`src/rtl/bzled_seq.sv`:
```
// Setpoint sequencer for perip_BZLED: buffers one register write until the next LED period boundary.
// Optional breathing (LED duty ramp) compiled in with `define BZLED_BREATH_EN.
module bzled_seq #(
    parameter logic [31:0] PERIOD_DEFAULT = 32'd49998,
    parameter logic [31:0] BEEP_MUTE      = 32'hFFFF_FFFF
) (
    input  logic        CLK,
    input  logic        RST,
    input  logic        CMD_Valid,
    output logic        CMD_Ready,
    input  logic [2:0]  CMD_Addr,
    input  logic [31:0] CMD_Data,
    output logic [31:0] LED_FREQ_Set,
    output logic [31:0] BZ_FREQ_Set,
    output logic [31:0] LEDR_Puty_Set,
    output logic [31:0] LEDG_Puty_Set,
    output logic [31:0] LEDB_Puty_Set,
    output logic        Period_Tick,
    output logic        Beep_Busy
);

    typedef enum logic {IDLE, HOLD} state_t;

    state_t      state;
    logic [2:0]  pend_addr;
    logic [31:0] pend_data;
    logic [31:0] per_cnt;
    logic [31:0] tone, tgt_r, tgt_g, tgt_b, beep_cnt;
    logic        buzz_on;
    logic        commit;

    logic [31:0] freq_n, tone_n, r_n, g_n, b_n, beep_n;
    logic        buzz_on_n;
    logic [31:0] duty_r, duty_g, duty_b;

`ifdef BZLED_BREATH_EN
    logic [31:0] step, step_n, lvl, lvl_n;
    logic        dir, dir_n, breath_on, breath_on_n;

    function automatic logic [31:0] umin(input logic [31:0] a, input logic [31:0] b);
        return (a < b) ? a : b;
    endfunction

    // Returns {dir, lvl}; dir = 1 means ramping down. Sum is kept 33-bit so it cannot wrap.
    function automatic logic [32:0] breath_step(input logic [31:0] l, input logic d,
                                                input logic [31:0] s, input logic [31:0] f);
        logic [32:0] sum;
        sum = {1'b0, l} + {1'b0, s};
        if (!d) begin
            if (sum >= {1'b0, f}) return {1'b1, f};
            return {1'b0, sum[31:0]};
        end
        if (l <= s) return {1'b0, 32'd0};
        return {1'b1, l - s};
    endfunction
`endif

    assign Period_Tick = (per_cnt > LED_FREQ_Set);
    assign Beep_Busy   = (beep_cnt != 32'd0);
    assign commit      = (state == HOLD) && Period_Tick;

    // Register values as they will stand after this boundary, pending write folded in.
    always_comb begin
        freq_n    = LED_FREQ_Set;
        tone_n    = tone;
        r_n       = tgt_r;
        g_n       = tgt_g;
        b_n       = tgt_b;
        buzz_on_n = buzz_on;
        beep_n    = Beep_Busy ? beep_cnt - 32'd1 : 32'd0;
`ifdef BZLED_BREATH_EN
        step_n      = step;
        breath_on_n = breath_on;
`endif
        if (commit) begin
            case (pend_addr)
                3'd0: freq_n = pend_data;
                3'd1: tone_n = pend_data;
                3'd2: r_n    = pend_data;
                3'd3: g_n    = pend_data;
                3'd4: b_n    = pend_data;
`ifdef BZLED_BREATH_EN
                3'd5: step_n = pend_data;
                3'd6: begin
                    breath_on_n = pend_data[0];
                    buzz_on_n   = pend_data[1];
                end
`else
                3'd6: buzz_on_n = pend_data[1];
`endif
                3'd7: beep_n = pend_data;
                default: ;
            endcase
        end
    end

`ifdef BZLED_BREATH_EN
    // Ramp uses pre-commit mode/step/period; a commit that clears breathing wins.
    always_comb begin
        lvl_n = lvl;
        dir_n = dir;
        if (!breath_on_n) begin
            lvl_n = 32'd0;
            dir_n = 1'b0;
        end else if (breath_on) begin
            {dir_n, lvl_n} = breath_step(lvl, dir, step, LED_FREQ_Set);
        end
    end

    assign duty_r = breath_on_n ? umin(lvl_n, r_n) : r_n;
    assign duty_g = breath_on_n ? umin(lvl_n, g_n) : g_n;
    assign duty_b = breath_on_n ? umin(lvl_n, b_n) : b_n;
`else
    assign duty_r = r_n;
    assign duty_g = g_n;
    assign duty_b = b_n;
`endif

    always_ff @(posedge CLK) begin
        if (state == IDLE && CMD_Valid) begin
            pend_addr <= CMD_Addr;
            pend_data <= CMD_Data;
        end
    end

    always_ff @(posedge CLK or posedge RST) begin
        if (RST) begin
            state         <= IDLE;
            CMD_Ready     <= 1'b1;
            per_cnt       <= 32'd0;
            LED_FREQ_Set  <= PERIOD_DEFAULT;
            BZ_FREQ_Set   <= BEEP_MUTE;
            LEDR_Puty_Set <= 32'd0;
            LEDG_Puty_Set <= 32'd0;
            LEDB_Puty_Set <= 32'd0;
            tone          <= 32'd0;
            tgt_r         <= 32'd0;
            tgt_g         <= 32'd0;
            tgt_b         <= 32'd0;
            beep_cnt      <= 32'd0;
            buzz_on       <= 1'b0;
`ifdef BZLED_BREATH_EN
            step          <= 32'd0;
            lvl           <= 32'd0;
            dir           <= 1'b0;
            breath_on     <= 1'b0;
`endif
        end else begin
            per_cnt <= Period_Tick ? 32'd0 : per_cnt + 32'd1;

            case (state)
                IDLE: if (CMD_Valid && CMD_Ready) begin
                    state     <= HOLD;
                    CMD_Ready <= 1'b0;
                end
                HOLD: if (Period_Tick) begin
                    state     <= IDLE;
                    CMD_Ready <= 1'b1;
                end
                default: state <= IDLE;
            endcase

            if (Period_Tick) begin
                LED_FREQ_Set  <= freq_n;
                tone          <= tone_n;
                tgt_r         <= r_n;
                tgt_g         <= g_n;
                tgt_b         <= b_n;
                buzz_on       <= buzz_on_n;
                beep_cnt      <= beep_n;
                BZ_FREQ_Set   <= (buzz_on_n || beep_n != 32'd0) ? tone_n : BEEP_MUTE;
                LEDR_Puty_Set <= duty_r;
                LEDG_Puty_Set <= duty_g;
                LEDB_Puty_Set <= duty_b;
`ifdef BZLED_BREATH_EN
                step          <= step_n;
                breath_on     <= breath_on_n;
                lvl           <= lvl_n;
                dir           <= dir_n;
`endif
            end
        end
    end

endmodule

```
`config.mk`:
```
export PLATFORM = sky130hd
export DESIGN_NAME = bzled_seq
export DESIGN_NICKNAME = d
export VERILOG_FILES = /design/src/rtl/bzled_seq.sv
export SDC_FILE = /design/constraint.sdc
export NUM_CORES = 1
export LEC_CHECK = 0
export ABC_AREA = 0
export BUFFER_PORTS_ARGS = -buffer_cell sky130_fd_sc_hd__buf_2
export CAP_MARGIN = 20
export CORE_MARGIN = 1.5
export CORE_UTILIZATION = 45
export CTS_BUF_LIST = sky130_fd_sc_hd__clkbuf_4
export CTS_CLUSTER_DIAMETER = 30
export DETAILED_ROUTE_END_ITERATION = 12
export PLACE_DENSITY = 0.78
export SYNTH_ARGS = -nofsm -noshare
export SYNTH_HDL_FRONTEND = slang
export SYNTH_SLANG_ARGS = --single-unit
```
`constraint.sdc`:
```
create_clock -name CLK -period 7.9 [get_ports CLK]
set_input_delay 0.395 -clock CLK [delete_from_list [all_inputs] [get_ports CLK]]
set_output_delay 0.395 -clock CLK [all_outputs]
set_load 0.02 [all_outputs]
```
==> results.yml, run 1 <==
floorplan:
  start_util_pct: 46.1
  placementRows: 63
  die-height_um: 178
  io_pins: 201
  core_area_sq_mm: 0.0299
  fp.dieW_um: 178
  die-area_sq_mm: 0.0316
clock_tree:
  clk_pin_slew_ps: 70
  cts_resized: 0
  postCtsSetupBuffers: 0
  worst_skew_pair.late_latency_ps: 720
  cts_sinks: 294
  cts_buffers: 82
  htreeDepth: 3
  cts_buffer_depth: 3
  cts-root-buf: "clkbuf_4"
  tritoncts: "built"
critical_path:
  slowest_stage: "dfstp_2"
  critPathKind: "register to output pin"
  end_kind: "output pin"
  worstSetupStartpointType: "register"
  r2r_cells: 14
  crit_path_cell_trace: "inv_1 -> ha_1 -> nand4_1 -> nor4_1 -> nand2_1 -> a22oi_2 -> buf_4 -> inv_2 -> buf_2"
  critical_path.max_stage_delay_ps: 530
  required_ps: 7510
  crit_fanout: 46
  arrival_ps: 3840
yosys:
  seq_area_frac_synth_pct: 55.1
  yosysWarnings: 0
  syn_area_per_cell_sq_um: 11.6
  synth_mux_area_share_pct: 12.9
  synth_adder_area_share_pct: 3.18
  netlist_instances: 1188
  synth_ff_type: "dfrtp_1"
  synth_fp_nets: 1261
  ys_ff_latch: 294
  synth_area_sq_mm: 0.0138
  synth_edf_count: 35
  synth_cell_types: 65
  async_reset_ff_share_pct: 88.1
  synth_top_family_by_area: "multiplexers"
  synth_xor_xnor_area_share_pct: 2.42
  synthSimpleGateAreaFrac_pct: 12.8
  synth_compound_area_share_pct: 10.2
grt:
  grt-ovfl-total: 0
  grt_max_degree: 132
  grt_antenna_before_repair: 1
  grt_usage_pct: 23.6
  grt_pass1_wl_um: 57600
  grt_pass1_vias: 10700
timing:
  finalSetupViolCount: 0
  slew-limit-headroom_pct: 37.6
  fmax_mhz: 236
  timing.setup.tns_ps: 0
  clock-skew-final_ps: 58.5
  post-route-min-period_ps: 4230
  worst_slack_ps: 3670
  hold_viol: 0
  worst_pin_slew_ps: 937
  slew_viol_final: 0
  rsz0062_at_grt: "false"
  fin_crit_sh_pct: 53.6
flow_run:
  drv_cap: 0
placement:
  dp_worst_setup_slack_ps: 3770
  portBuffers: 200
  placed_cells_incl_taps: 1728
  routabilityCongestion: 0.936
  place_hpwl_um: 24200
routing:
  num_vias: 10500
  dr.pass1.iters: 5
  via_per_inst: 5.48
  postRouteAntennaNets: 0
  drc: 0
  wire_per_inst_um: 19.0
  first_iter_violations: 631
  wl_um: 36500
finish:
  drive_above_1_share_pct: 38.2
  final_cells: 1921
  multi_input_area_sq_mm: 0.00575
  layout.nets: 1533
  seqCellArea_sq_mm: 0.00758
  syn_to_final_growth_pct: 21.1
  fillers: 2480
outcome:
  status: "completed"
power:
  p_leak_nw: 7.79
  ir_drop_mv: 0.223
  total_power_mw: 5.33
  p_per_area_mw_per_mm2: 320
hold_path:
  hold_class: "input port to register"
  holdPathStages: 2
-- cell usage in the layout, fill, tap and decap left out, types with 4 or more instances in the layout --
cell / n
dfrtp_1: 218
buf_2: 200
clkbuf_4: 132
mux2_2: 122
nand2_1: 101
nor2_1: 86
o21ai_0: 85
a21oi_1: 53
inv_1: 43
dfstp_2: 41
dlygate4sd3_1: 37
ha_1: 35
edfxtp_1: 35
mux2i_1: 32
o211ai_2: 30
nor3_1: 27
xor2_1: 23
nand3_1: 22
nand4_1: 20
nor4_1: 15
xnor2_1: 15
buf_4: 15
or3_1: 12
mux2_1: 7
clkinv_1: 7
a221o_1: 6
and3_1: 6
clkinv_2: 6
nor2b_1: 5
o211ai_1: 5
nand2b_1: 5
nand4b_1: 5
a22oi_1: 4
and4_1: 4
-- power by group --
part           switching [mW]  internal, mW  total [mW]
logic                   0.968         0.589        1.56
clock network           0.643         0.825        1.47
registers               0.344          1.96        2.31
-- kinds of logic (layout without fill, tap and decap cells) --
group,after synthesis,in the layout
AO/OA/AOI/OAI,206,206
XOR/XNOR,38,38
adder cells (fa/ha/maj),35,35
buffers and inverters,111,451
flip-flops,294,294
multiplexers,161,161
other,0,3
AND/OR/NAND/NOR,343,343
-- worst paths after layout --
check,startpoint,to,slack (ps)
setup reg to reg,LED_FREQ_Set[9]$_DFFE_PP1P_,BZ_FREQ_Set[31]$_DFFE_PP1N_,3750
hold / removal,CMD_Data[2],pend_data[2]$_DFFE_PP_,390
hold reg to reg,buzz_on$_DFFE_PP0N_,buzz_on$_DFFE_PP0N_,490
setup / recovery,LED_FREQ_Set[9]$_DFFE_PP1P_,Period_Tick,3670
min in group asynchronous,RST,tgt_r[3]$_DFFE_PP0P_,460
max in group asynchronous,RST,tgt_g[12]$_DFFE_PP0P_,6000
-- Yosys cell counts (4+ instances only) --
library cell,number,area [sq um]
o211ai_1,5,37.5
xor2_1,23,201
ha_1,35,438
mux2_1,7,78.8
nor2_1,86,323
and4_1,4,35.0
edfxtp_1,35,1050
a22oi_1,5,37.5
o211ai_2,30,375
mux2_2,122,1370
dfrtp_1,218,5460
buf_6,5,56.3
mux2i_1,32,320
dfstp_2,41,1080
nor4_1,16,100
buf_1,9,33.8
and3_1,6,37.5
or3_1,12,75.1
nand2b_1,5,31.3
a21oi_1,53,265
nor3_1,27,135
nor2b_1,6,37.5
inv_1,44,165
a221o_1,6,60.1
xnor2_1,15,131
nand4b_1,5,43.8
nand4_1,20,125
clkbuf_1,41,154
o21ai_0,85,425
nand2_1,101,379
nor4b_1,4,35.0
buf_2,10,50.1
nand3_1,22,110
-- cell type report --
class,instances,share of cell area (%)
antenna,3,0.0451
clock buffer,132,5.95
clock inverter,20,0.886
inverter,45,1.06
multi-input combinational,783,34.5
sequential,294,45.5
tap,390,2.93
timing repair buffer,254,9.12
-- state kept, by name (all words and copies together), names as in the netlist --
name,count
BZ_FREQ_Set,32
LED_FREQ_Set,32
beep_cnt,32
pend_data,32
per_cnt,32
tgt_b,32
tgt_g,32
tgt_r,32
tone,32
pend_addr,3
CMD_Ready,1
buzz_on,1
state,1
-- worst max-delay path, delay by kind of cell (launching register included) --
kind / cells / cell delay [ps]
adders and majority gates: 1 / 290
AOI/OAI and AO/OA: 1 / 180
buffers and inverters: 4 / 1220
and+or+nand+nor: 3 / 870
DFF: 1 / 530
-- metrics by stage --
step                      hold WS (ps)  area (sq um)  util (%)
after floorplan                    444         13800         -
after global placement             463         15100      50.6
after detailed placement           465         15100      50.6
final                              391         16700      55.8
after CTS                          321         16600      55.7
after global routing               337         16700      55.8
-- per-layer routing --
layer	vias to the layer above	GRT usage (%)	share of wire [%]
met5	-	0	0
met4	0	8.65	2.0
met3	47	5.93	7.7
met2	376	37.5	48
met1	5257	31.4	42
li1	4848	-	-
-- repair_timing --
action                                  CTS  global route
endpoints found under the setup margin    0             0
hold buffers                             37             0
hold endpoints to repair                152             0
Note: power is estimated with default switching activity, not from simulation.
==> run 2, diff against run 1 <==
- PLACE_DENSITY: 0.78 -> 0.75
- clock period: 7.9 -> 4.3 ns (I/O delays scaled with it)
==> run 2 against run 1 <==
Critical path depth increased by 3; flip-flop and latch count unchanged; count of clock-buffer cells in the layout decreased by 15; register-to-register slack got worse by 3300 ps; clock power increased by 80%; cell count decreased by 0.57%.
==> results.yml, run 2 (synthesis results as in run 1) <==
power:
  switching_share_pct: 36.8
  p_switching_mw: 3.60
  pwr-share-seq_pct: 43.2
  ir_drop_mv: 0.347
  total_power_mw: 9.79
  clockPowerShare_pct: 27.1
  power_frac_comb_pct: 29.7
  p_per_area_mw_per_mm2: 587
  internal_power_mw: 6.19
  p_leak_nw: 7.78
floorplan:
  fp.dieW_um: 178
  die-height_um: 178
  start_util_pct: 46.1
  core_area_sq_mm: 0.0299
  io_pins: 201
  die-area_sq_mm: 0.0316
  placementRows: 63
placement:
  portBuffers: 200
  place_hpwl_um: 24100
  routabilityCongestion: 0.895
critical_path:
  critical_path.max_stage_delay_ps: 580
  r2r_cells: 12
  cp_num_buf_inv: 3
  r2r-start: "LED_FREQ_Set[15]$_DFFE_PP1P_"
  end_kind: "register"
  crit_fanout: 124
  arrival_ps: 4420
  critPathKind: "register to register"
  worstSetupStartpointType: "register"
  r2r_end: "BZ_FREQ_Set[31]$_DFFE_PP1N_"
  required_ps: 4870
  crit_path_cell_trace: "inv_1 -> ha_1 -> nand4_1 -> nor4_1 -> nand2_1 -> a22oi_2 -> buf_12 -> o31ai_1 -> and3_1 -> o311ai_4 -> buf_4 -> o211ai_1"
  r2r_slack_ps: 460
  slowest_stage: "nor4_1"
  critical-path-top-delay-family: "simple AND/OR/NAND/NOR gates"
timing:
  hold_ws_ps: 219
  slew-limit-headroom_pct: 43.9
  post-route-min-period_ps: 3840
  hold_viol: 0
  fin_crit_sh_pct: 89.4
  finalSetupViolCount: 0
  timing.setup.tns_ps: 0
  clock-skew-final_ps: 51.6
  slew_viol_final: 0
  worst_pin_slew_ps: 841
  rsz0062_at_grt: "false"
  fmax_mhz: 260
grt:
  grt_pass1_wl_um: 58600
  grt_antenna_before_repair: 1
  grt_busiest_layer: "met2"
  grt-ovfl-total: 0
  grt_pass1_vias: 10900
  grt_use_met3_pct: 6.08
  grtUsageMet1_pct: 31.6
  grt_max_degree: 149
  grt_usage_pct: 23.9
  met2_usage_pct: 38.3
finish:
  final_common_cell: "dfrtp_1"
  layout.nets: 1535
  multi_input_area_sq_mm: 0.00575
  drive_above_1_share_pct: 37.7
  syn_to_final_growth_pct: 21.2
  layout_common_cells: "dfrtp_1 (218), buf_2 (200), mux2_2 (122)"
  seqCellArea_sq_mm: 0.00758
  fillers: 2519
routing:
  dr.pass1.iters: 5
  postRouteAntennaNets: 0
  num_vias: 10500
  first_iter_violations: 787
  drc: 0
  wl_um: 37000
  via_per_inst: 5.51
  wire_per_inst_um: 19.4
hold_path:
  min_to: "pend_data[10]$_DFFE_PP_"
  hold_class: "input port to register"
  hp-start: "CMD_Data[10]"
  holdPathStages: 2
clock_tree:
  worst_skew_pair.late_latency_ps: 720
  cts_sinks: 294
  htreeDepth: 3
  cts_buffer_depth: 3
  postCtsSetupBuffers: 0
  clk_pin_slew_ps: 70
  tritoncts: "built"
  cts-root-buf: "clkbuf_4"
  cts_buffers: 78
outcome:
  status: "completed"
flow_run:
  drv_cap: 0
run 2: cell types whose count changed in the layout (fill, tap and decap cells not counted), moves of 2 or more:
cell	change
clkbuf_4	-15
bufinv_16	+2
buf_4	+3
buf_12	+4
inv_2	-2
run 2: power by group through the flow:
stage          Clock, mW  Sequential (mW)  Combinational [mW]
2_1_floorplan          0             4.55                1.56
3_3_place_gp           0             4.22                2.80
3_5_place_dp           0             4.25                2.88
4_1_cts             2.71             4.22                2.91
5_1_grt             2.85             4.32                3.18
6_report            2.65             4.23                2.91
run 2: worst max-delay path by stage:
stage                                       end                         start  cells after the start  slack [ps]
finish              BZ_FREQ_Set[31]$_DFFE_PP1N_  LED_FREQ_Set[15]$_DFFE_PP1P_                     12         460
global route        BZ_FREQ_Set[31]$_DFFE_PP1N_  LED_FREQ_Set[15]$_DFFE_PP1P_                     12         190
CTS                 BZ_FREQ_Set[31]$_DFFE_PP1N_  LED_FREQ_Set[15]$_DFFE_PP1P_                     12         490
detailed placement  BZ_FREQ_Set[31]$_DFFE_PP1N_  LED_FREQ_Set[15]$_DFFE_PP1P_                     12         480
global placement    BZ_FREQ_Set[31]$_DFFE_PP1N_  LED_FREQ_Set[15]$_DFFE_PP1P_                     12         660
floorplan           LED_FREQ_Set[0]$_DFFE_PP0P_                           RST                      1         700
run 2: metal layers:
| layer | vias to the layer above | share of wire [%] |
|---|---|---|
| met5 | - | 0 |
| met4 | 0 | 2.0 |
| met3 | 68 | 7.8 |
| met2 | 357 | 48 |
| met1 | 5239 | 43 |
| li1 | 4851 | - |
run 2: layout make-up:
cell class,instances,share of cell area [%]
clock inverter,19,1.15
tap,390,2.93
inverter,45,1.04
clock buffer,117,5.27
timing repair buffer,260,9.63
multi-input combinational,783,34.5
antenna,2,0.0300
sequential,294,45.5
run 2: timing repair:
item / CTS / global route
endpoints found under the hold margin: 254 / 0
gates resized for setup: 0 / 0
hold buffers: 37 / 0
run 2: through the flow:
step | setup slack [ps] | utilization, % | instances | instance area (sq um)
after floorplan | 705 | - | 1188 | 13800
after global placement | 664 | 50.9 | 1734 | 15200
after detailed placement | 479 | 50.9 | 1734 | 15200
after CTS | 487 | 55.7 | 1907 | 16700
after global routing | 194 | 55.8 | 1910 | 16700
final | 457 | 55.8 | 1910 | 16700
==> run 3, diff against run 2 <==
- PLACE_DENSITY: 0.75 -> 0.78
- clock period: 4.3 -> 3.2 ns (I/O delays scaled with it)
==> run 3 against run 2 <==
Maximum frequency grew 20%; count of clock-buffer cells in the layout up 2; register-to-register slack got worse by 450 ps; sequential share of layout area is 3.1 points lower; clock skew down 1.3 ps; via count grew 6.9%; worst hold slack got worse by 60 ps; cell count rose by 5.0%; first-iteration DRC count up 15%; combinational power increased by 60%; critical path type unchanged.
==> results.yml, run 3 (synthesis results as in run 1) <==
finish:
  fin_area_sq_mm: 0.0179
  finish.utilization_pct: 59.9
  layout_common_cells: "dfrtp_1 (218), buf_2 (199), clkbuf_4 (119)"
  fillers: 2323
  layout.nets: 1620
  final_common_cell: "dfrtp_1"
  syn_to_final_growth_pct: 30.1
  drive_above_1_share_pct: 42.2
placement:
  routabilityCongestion: 0.977
  place_area_sq_mm: 0.0157
  place_hpwl_um: 26500
  portBuffers: 200
grt:
  grt_pass1_wl_um: 61300
  grt-ovfl-total: 0
  grt_pass1_vias: 11500
  grt_usage_pct: 25.0
  grt_max_degree: 90
  grt_antenna_before_repair: 1
timing:
  slew-limit-headroom_pct: 46.6
  fin_crit_sh_pct: 99.7
  slew_viol_final: 0
  post-route-min-period_ps: 3190
  clock-skew-final_ps: 50.3
  finalSetupViolCount: 0
  worst_pin_slew_ps: 799
  rsz0062_at_grt: "true"
  fmax_mhz: 313
  hold_ws_ps: 159
  hold_viol: 0
routing:
  via_per_inst: 5.61
  wire_per_inst_um: 20.7
  wl_um: 41500
  postRouteAntennaNets: 0
  first_iter_violations: 903
  num_vias: 11200
  dr.pass1.iters: 5
  drc: 0
critical_path:
  worstSetupStartpointType: "register"
  end_kind: "register"
  critPathKind: "register to register"
  arrival_ps: 3760
  slowest_stage: "dfstp_2"
  required_ps: 3770
  critical_path.max_stage_delay_ps: 540
  crit_path_cell_trace: "inv_2 -> ha_4 -> nand4_1 -> or3_1 -> a21o_1 -> nand4_1 -> a22oi_2 -> buf_12 -> buf_4 -> nor4b_4 -> buf_4 -> buf_8 -> mux2_4"
  crit_fanout: 6
clock_tree:
  cts_buffer_depth: 3
  cts_buffers: 80
  clk_pin_slew_ps: 70
  cts-root-buf: "clkbuf_4"
  cts_sinks: 294
  htreeDepth: 3
  tritoncts: "built"
  worst_skew_pair.late_latency_ps: 710
power:
  ir_drop_mv: 0.536
  p_per_area_mw_per_mm2: 773
  total_power_mw: 13.8
  p_leak_nw: 8.40
flow_run:
  drv_cap: 0
floorplan:
  die-area_sq_mm: 0.0316
  die-height_um: 178
  fp.dieW_um: 178
  start_util_pct: 46.1
  core_area_sq_mm: 0.0299
  io_pins: 201
  placementRows: 63
outcome:
  status: "completed"
hold_path:
  hold_class: "input port to register"
## run 3: layout make-up
type	count	area, sq um	area share [%]
antenna	1	2.50	0.0140
clock buffer	119	893	4.99
clock inverter	30	206	1.15
inverter	45	185	1.03
multi-input combinational	783	6000	33.5
sequential	294	7580	42.4
tap	390	488	2.73
timing repair buffer	343	2540	14.2
## run 3: stage by stage
| stage | setup TNS [ps] | std cells | setup slack [ps] |
|---|---|---|---|
| floorplan | -74140 | 1188 | -340 |
| global placement | 0 | 1788 | 135 |
| detailed placement | 0 | 1788 | 74.8 |
| CTS | -28.4 | 1978 | -8.96 |
| global route | -2690 | 2005 | -74.3 |
| finish | 0 | 2005 | 8.88 |
## run 3: power by group
group          total, mW  switching (mW)  internal [mW]
clock network       3.58            1.62           1.96
logic               4.67            2.80           1.87
registers           5.58           0.733           4.85
total               13.8            5.15           8.69
## run 3: routing by layer
metal	GRT usage, %	up-vias	routed length, um
li1	-	5039	-
met1	32.5	5575	16500
met2	40.0	519	19700
met3	7.71	110	4020
met4	8.05	0	1330
met5	0	-	0
## run 3: final timing paths
path                                              start                     endpoint  slack [ps]  cells past startpoint
setup / recovery           LED_FREQ_Set[15]$_DFFE_PP1P_        tgt_b[11]$_DFFE_PP0P_           9                     13
hold / removal                              CMD_Data[2]       pend_data[2]$_DFFE_PP_         160                      2
setup reg to reg           LED_FREQ_Set[15]$_DFFE_PP1P_        tgt_b[11]$_DFFE_PP0P_           9                     13
hold reg to reg                    tone[22]$_DFFE_PP0N_         tone[22]$_DFFE_PP0N_         480                      1
max in group asynchronous                           RST  BZ_FREQ_Set[31]$_DFFE_PP1N_        2120                      4
min in group asynchronous                           RST        per_cnt[12]$_DFF_PP0_         180                      3
## run 3: worst max-delay path, delay by kind of cell, from the launching register on
kind	cells	cell delay [ps]
adders and majority gates	1	250
buffers and inverters	5	690
AOI/OAI and AO/OA	2	270
and+or+nand+nor	4	980
muxes	1	310
DFF	1	540
## run 3: repair_timing
| item | 4_1_cts | 5_1_grt |
|---|---|---|
| hold buffers | 37 | 0 |
| buffers inserted | 4 | 16 |
| hold endpoints to repair | 71 | 0 |
| pin swaps | 4 | 15 |
| endpoints found under the setup margin | 1 | 146 |
| cloned | 0 | 10 |
| gates resized for setup | 8 | 81 |
